--- src/rtl/sipo_rx_ctrl.sv ---
// sipo_rx_ctrl: framing controller for a serial-in/parallel-out receive path.
// A start pulse opens a frame. WIDTH qualified serial bits are then shifted in,
// LSB first. The completed word moves into a holding register and is offered
// downstream on a valid/ready handshake. A word that completes while the
// holding register is still owned by the consumer is dropped, and this sets a
// sticky overrun flag.

module sipo_rx_ctrl #(
  parameter int WIDTH = 4,
  parameter int CNT_W = 3
) (
  input  logic             clk,
  input  logic             rst,
  input  logic             start,
  input  logic             sin,
  input  logic             sin_en,
  output logic [WIDTH-1:0] pout,
  output logic             pout_valid,
  input  logic             pout_ready,
  output logic             busy,
  output logic [CNT_W-1:0] bit_cnt,
  output logic             overrun,
  input  logic             clr_ovr
);

  localparam logic [0:0]       IDLE     = 1'b0;
  localparam logic [0:0]       SHIFT    = 1'b1;
  localparam logic [CNT_W-1:0] CNT_ZERO = {CNT_W{1'b0}};
  localparam logic [CNT_W-1:0] CNT_ONE  = CNT_W'(1);
  localparam logic [CNT_W-1:0] LAST_BIT = CNT_W'(WIDTH - 1);
  localparam logic [WIDTH-1:0] WORD_ZERO = {WIDTH{1'b0}};

  // Registered state
  logic [0:0]       state_r;
  logic [WIDTH-1:0] shreg_r;
  logic [CNT_W-1:0] bit_cnt_r;
  logic [WIDTH-1:0] pout_r;
  logic             pout_valid_r;
  logic             busy_r;
  logic             overrun_r;

  // Next-state values
  logic [0:0]       state_s;
  logic [WIDTH-1:0] shreg_s;
  logic [CNT_W-1:0] bit_cnt_s;
  logic [WIDTH-1:0] word_s;
  logic             complete_s;
  logic             accept_s;
  logic             load_s;
  logic             drop_s;
  logic [WIDTH-1:0] pout_s;
  logic             pout_valid_s;
  logic             overrun_s;

  // Frame sequencing: start, per-bit shift/count, and word completion.
  always_comb begin
    state_s    = state_r;
    shreg_s    = shreg_r;
    bit_cnt_s  = bit_cnt_r;
    complete_s = 1'b0;
    // New bit enters at the MSB, so the first bit ends up in bit 0.
    word_s     = {sin, shreg_r[WIDTH-1:1]};
    case (state_r)
      IDLE: begin
        if (start) begin
          state_s   = SHIFT;
          bit_cnt_s = CNT_ZERO;
          shreg_s   = WORD_ZERO;
        end else begin
          state_s = IDLE;
        end
      end
      SHIFT: begin
        if (start) begin
          // Restart. The partial word is discarded and this cycle's bit is ignored.
          bit_cnt_s = CNT_ZERO;
          shreg_s   = WORD_ZERO;
        end else if (sin_en) begin
          shreg_s = word_s;
          if (bit_cnt_r == LAST_BIT) begin
            complete_s = 1'b1;
            bit_cnt_s  = CNT_ZERO;
            state_s    = IDLE;
          end else begin
            bit_cnt_s = bit_cnt_r + CNT_ONE;
          end
        end else begin
          // No qualified bit this cycle. Wait indefinitely.
          state_s = SHIFT;
        end
      end
      default: begin
        state_s   = IDLE;
        bit_cnt_s = CNT_ZERO;
        shreg_s   = WORD_ZERO;
      end
    endcase
  end

  // Holding register, handshake and overrun bookkeeping.
  always_comb begin
    accept_s     = pout_valid_r & pout_ready;
    load_s       = complete_s & (~pout_valid_r | pout_ready);
    drop_s       = complete_s & pout_valid_r & ~pout_ready;
    pout_s       = pout_r;
    pout_valid_s = pout_valid_r;
    if (load_s) begin
      // Covers an empty holding register and a same-edge accept-and-replace.
      pout_s       = word_s;
      pout_valid_s = 1'b1;
    end else if (accept_s) begin
      pout_valid_s = 1'b0;
    end else begin
      pout_valid_s = pout_valid_r;
    end
    // A set takes priority over a clear on the same edge.
    if (drop_s) begin
      overrun_s = 1'b1;
    end else if (clr_ovr) begin
      overrun_s = 1'b0;
    end else begin
      overrun_s = overrun_r;
    end
  end

  // State and output registers. Reset discards any partial or held word.
  always_ff @(posedge clk or posedge rst) begin
    if (rst) begin
      state_r      <= IDLE;
      shreg_r      <= WORD_ZERO;
      bit_cnt_r    <= CNT_ZERO;
      pout_r       <= WORD_ZERO;
      pout_valid_r <= 1'b0;
      busy_r       <= 1'b0;
      overrun_r    <= 1'b0;
    end else begin
      state_r      <= state_s;
      shreg_r      <= shreg_s;
      bit_cnt_r    <= bit_cnt_s;
      pout_r       <= pout_s;
      pout_valid_r <= pout_valid_s;
      busy_r       <= (state_s == SHIFT);
      overrun_r    <= overrun_s;
    end
  end

  assign pout       = pout_r;
  assign pout_valid = pout_valid_r;
  assign busy       = busy_r;
  assign bit_cnt    = bit_cnt_r;
  assign overrun    = overrun_r;

  sipo_rx_ctrl_chk #(
    .WIDTH (WIDTH),
    .CNT_W (CNT_W)
  ) u_chk (
    .clk        (clk),
    .rst        (rst),
    .pout       (pout_r),
    .pout_valid (pout_valid_r),
    .pout_ready (pout_ready),
    .busy       (busy_r),
    .bit_cnt    (bit_cnt_r)
  );

endmodule

// Protocol invariants of the receive controller, observed on its outputs.
module sipo_rx_ctrl_chk #(
  parameter int WIDTH = 4,
  parameter int CNT_W = 3
) (
  input logic             clk,
  input logic             rst,
  input logic [WIDTH-1:0] pout,
  input logic             pout_valid,
  input logic             pout_ready,
  input logic             busy,
  input logic [CNT_W-1:0] bit_cnt
);

  localparam logic [CNT_W-1:0] LAST_BIT = CNT_W'(WIDTH - 1);

  // bit_cnt never leaves 0..WIDTH-1.
  a_cnt_range: assert property (@(posedge clk) disable iff (rst)
    bit_cnt <= LAST_BIT);

  // Outside a frame the bit count is zero.
  a_idle_cnt: assert property (@(posedge clk) disable iff (rst)
    !busy |-> bit_cnt == {CNT_W{1'b0}});

  // An offered word that has not been accepted stays put.
  a_hold: assert property (@(posedge clk) disable iff (rst)
    (pout_valid && !pout_ready) |=> (pout_valid && $stable(pout)));

endmodule
--- config.mk ---
export PLATFORM = sky130hd
export DESIGN_NAME = sipo_rx_ctrl
export DESIGN_NICKNAME = d
export VERILOG_FILES = /design/src/rtl/sipo_rx_ctrl.sv
export SDC_FILE = /design/constraint.sdc
export NUM_CORES = 1
export LEC_CHECK = 0
export ABC_AREA = 1
export CAP_MARGIN = 30
export CORE_MARGIN = 2
export CORE_UTILIZATION = 35
export CTS_CLUSTER_SIZE = 16
export DETAILED_ROUTE_END_ITERATION = 10
export SLEW_MARGIN = 20
export SYNTH_ARGS = -nofsm -noshare
export SYNTH_HDL_FRONTEND = slang
export SYNTH_SLANG_ARGS = --single-unit
--- constraint.sdc ---
create_clock -name clk -period 1.2 [get_ports clk]
set_clock_uncertainty 0.05 [all_clocks]
set_input_delay 0.12 -clock clk [delete_from_list [all_inputs] [get_ports clk]]
set_output_delay 0.12 -clock clk [all_outputs]
set_load 0.03 [all_outputs]
==> out/summary.txt <==
==========================================================================================
Skew-Pair Late Insertion Delay                                                     0.27 ns
Asr flop ratio synth                                                                  100%
Setup crit start kind                                                            flip-flop
Endpoint arrival time on the critical path                                         1.23 ns
Via count of the first global-routing pass                                             440
Number of nets produced by synthesis                                                    70
Via count                                                                              468
Count of yosys warnings during synthesis                                                 0
Clock tree from TritonCTS                                                             done
Routability congestion estimate                                                      0.750
Wire length of the first global-routing pass                                       1840 um
Reg-to-Reg End                                                                     pout[2]
Critical register-to-register path startpoint                                   bit_cnt[1]
Hold violation count in the final report                                                 0
Cells taking the most area after synthesis                                    sky130_fd_sc_hd__dfrtp_1 55%, sky130_fd_sc_hd__nand2_1 11%, sky130_fd_sc_hd__inv_1 6.4%
Endpoint kind of the worst setup timing path                                     flip-flop
Die outline height                                                                 44.9 um
P&R area growth vs syn                                                               35.0%
R2r setup slk                                                                      0.08 ns
Post-route DRC violation count                                                           0
Crit share post-route                                                                93.5%
Clock network power share                                                            28.9%
Net switching power                                                             0.000228 W
Required time reported for the critical path endpoint                              1.31 ns
Count of flip-flops with a built-in enable after synthesis                               0
Fraction of layout instances using a drive strength above 1                          32.1%
Path category of the worst min-delay check                                     in -> async
Standard-cell row count                                                                 14
Die Wd                                                                             44.9 um
Share of the core filled with cells in the final layout                              51.4%
Antenna Diode Count                                                                      0
Critical path start-end classification                                          reg -> reg
WHS                                                                              0.0812 ns
Final period demand of the worst path                                              1.12 ns
# setup viols final                                                                      0
Top cell type by total area after synthesis                                   sky130_fd_sc_hd__dfrtp_1
Die footprint                                                                  0.00202 mm2
Library cell used as clock root buffer                                        sky130_fd_sc_hd__clkbuf_4
Wire per inst                                                                      10.4 um
Register-to-Register Path Depth                                                          6
Maximum operating frequency                                                        891 MHz
Core Footprint                                                                 0.00154 mm2
PD cells                                                                       1110 mW/mm2
Sum of net half-perimeters after detailed placement                                 852 um
Setup_tns                                                                             0 ns
Pin count of the biggest net entering global routing                                    14
Total number of H-tree levels                                                            1
Pins Over Slew Limit                                                                     0
Area of the mapped netlist                                                         587 um2
Worst Tran Pin Value                                                              0.271 ns
Unrepaired setup endpoints after global routing                                       true
Top-area cell type share of the netlist area                                         55.4%
Initial core utilization                                                             38.1%
Dominant register cell in the synthesized netlist                             sky130_fd_sc_hd__dfrtp_1
Residual overflow from global routing                                                    0
P_leak                                                                            0.406 nW
Internal cell power                                                             0.000649 W
Leading cell type by number of instances after synthesis                      sky130_fd_sc_hd__nand2_1
Count of routing violations after the opening detailed-route iteration                   4
Synthesized area divided by synthesized cell count                                9.46 um2
Proportion of synthesized chip area in sequential cells                              55.4%
Max-capacitance violation count                                                          0
CTS hold repair buffers                                                                  0
Count of distinct cell types in the synthesized netlist                                 14
Wirelength, routed                                                                 1040 um
Global-route usage over all layers                                                   13.1%
Worst vdd ir                                                                      0.586 mV
Area of all placed cells without fillers                                           792 um2
Final Net Count                                                                         93
Number of I/O pins                                                                      17
Flop and latch count out of synthesis                                                   13
Fraction of power consumed by sequential logic                                       53.9%
Sw Ratio                                                                             26.0%
Instance area after placement                                                      781 um2
Final antenna-violating net count                                                        0
Gate count after technology mapping                                                     62
Detailed-route vias per instance                                                      4.68
Number of iterations in the first detailed-routing pass                                  3
CTS buffer count                                                                         3
Sink count of the clock tree                                                            13
Count of buffers inserted at the top-level ports                                        16
Critical-path maximum fanout                                                             6
Rel. slew slack                                                                      81.9%
Most frequent cells after synthesis                                           17 x sky130_fd_sc_hd__nand2_1, 13 x sky130_fd_sc_hd__dfrtp_1, 10 x sky130_fd_sc_hd__inv_1, 5 x sky130_fd_sc_hd__o21ai_1, 4 x sky130_fd_sc_hd__nand4_1
Clock edge transition at the registers on the reported setup and hold paths        0.07 ns
Outcome                                                                          completed
Post-CTS setup repair buffer count                                                       0
Number of antenna violations at the first check in global routing                        0
CTS max path bufs                                                                        2
Logic pwr share                                                                      17.2%
==========================================================================================
per-stage QoR:
| stage | std cells | total power (W) | worst slack (ns) |
|---|---|---|---|
| global placement | 96 | 0.000635 | -0.0700 |
| global route | 100 | 0.000928 | -0.0131 |
| CTS | 100 | 0.000894 | 0.00169 |
| floorplan | 62 | 0.000567 | 0.000245 |
| finish | 100 | 0.000877 | 0.0779 |
| detailed placement | 96 | 0.000636 | -0.101 |
worst max-delay path, stage by stage (launching register included):
cell,delay (ns)
sky130_fd_sc_hd__dfrtp_2,0.39
sky130_fd_sc_hd__ha_4,0.14
sky130_fd_sc_hd__inv_2,0.04
sky130_fd_sc_hd__nor2_4,0.16
sky130_fd_sc_hd__nand3_4,0.10
sky130_fd_sc_hd__nand2_1,0.07
sky130_fd_sc_hd__nand2_1,0.05
kinds of logic (layout without fill, tap and decap cells):
logic type | count (synthesis) | after routing | synth area share, %
AO/OA/AOI/OAI | 7 | 7 | 6.61
buffers and inverters | 12 | 34 | 7.68
flip-flops | 13 | 13 | 55.4
adder cells (fa/ha/maj) | 1 | 1 | 2.13
AND/OR/NAND/NOR | 29 | 29 | 28.1
cells in the final DEF (no fill, tap or decap), drive strengths merged:
master         Yosys  routed
clkbuf             0       7
nand3              4       4
nor2               2       2
o21ai              5       5
dfrtp             13      13
nand2             19      19
o211ai             1       1
nand4              4       4
o22ai              1       1
buf                0       9
inv               12      12
clkdlybuf4s50      0       6
ha                 1       1
state kept, by name (all words and copies together), names as in the netlist:
register,cells
busy,1
pout,4
pout_valid,1
bit_cnt,3
shreg_r,3
overrun,1
how the worst max path moves through the flow:
stage | from | endpoint | slack [ns] | cells past startpoint
6_report | bit_cnt[1] | pout[2] | 0.08 | 6
2_1_floorplan | bit_cnt[1] | pout[0] | 0.0002 | 6
4_1_cts | pout_valid | pout_valid | 0.002 | 1
3_5_place_dp | sin_en | pout[2] | -0.10 | 6
5_1_grt | bit_cnt[1] | pout[2] | -0.01 | 6
3_3_place_gp | sin_en | pout[3] | -0.07 | 6
power groups by stage:
| stage | clock (W) | sequential [W] | combinational (W) |
|---|---|---|---|
| 6_report | 0.000253 | 0.000473 | 0.000151 |
| 5_1_grt | 0.000285 | 0.000477 | 0.000167 |
| 4_1_cts | 0.000267 | 0.000473 | 0.000154 |
| 3_5_place_dp | 0 | 0.000481 | 0.000155 |
| 3_3_place_gp | 0 | 0.000482 | 0.000153 |
| 2_1_floorplan | 0 | 0.000513 | 0.0000545 |
area by class of cell:
type                       instances  area (um2)
fill                             145         749
clock buffer                       4        26.3
sequential                        13         329
multi-input combinational         37         229
tap                               16        20.0
inverter                          12        45.0
timing repair buffer              18         143
layer usage:
layer / vias to the layer above / part of all wire, % / GRT usage, %
li1: 242 / - / -
met1: 215 / 44 / 17.3
met2: 9 / 47 / 18.6
met3: 2 / 7.7 / 7.20
met4: 0 / 1.3 / 3.53
met5: - / 0 / 0
what timing repair did:
action,in CTS,in global routing
resized for setup,3,6
hold endpoints to repair,0,0
pin swaps,0,1
setup endpoints to repair,3,7
Power figures use the tool's default switching activity.
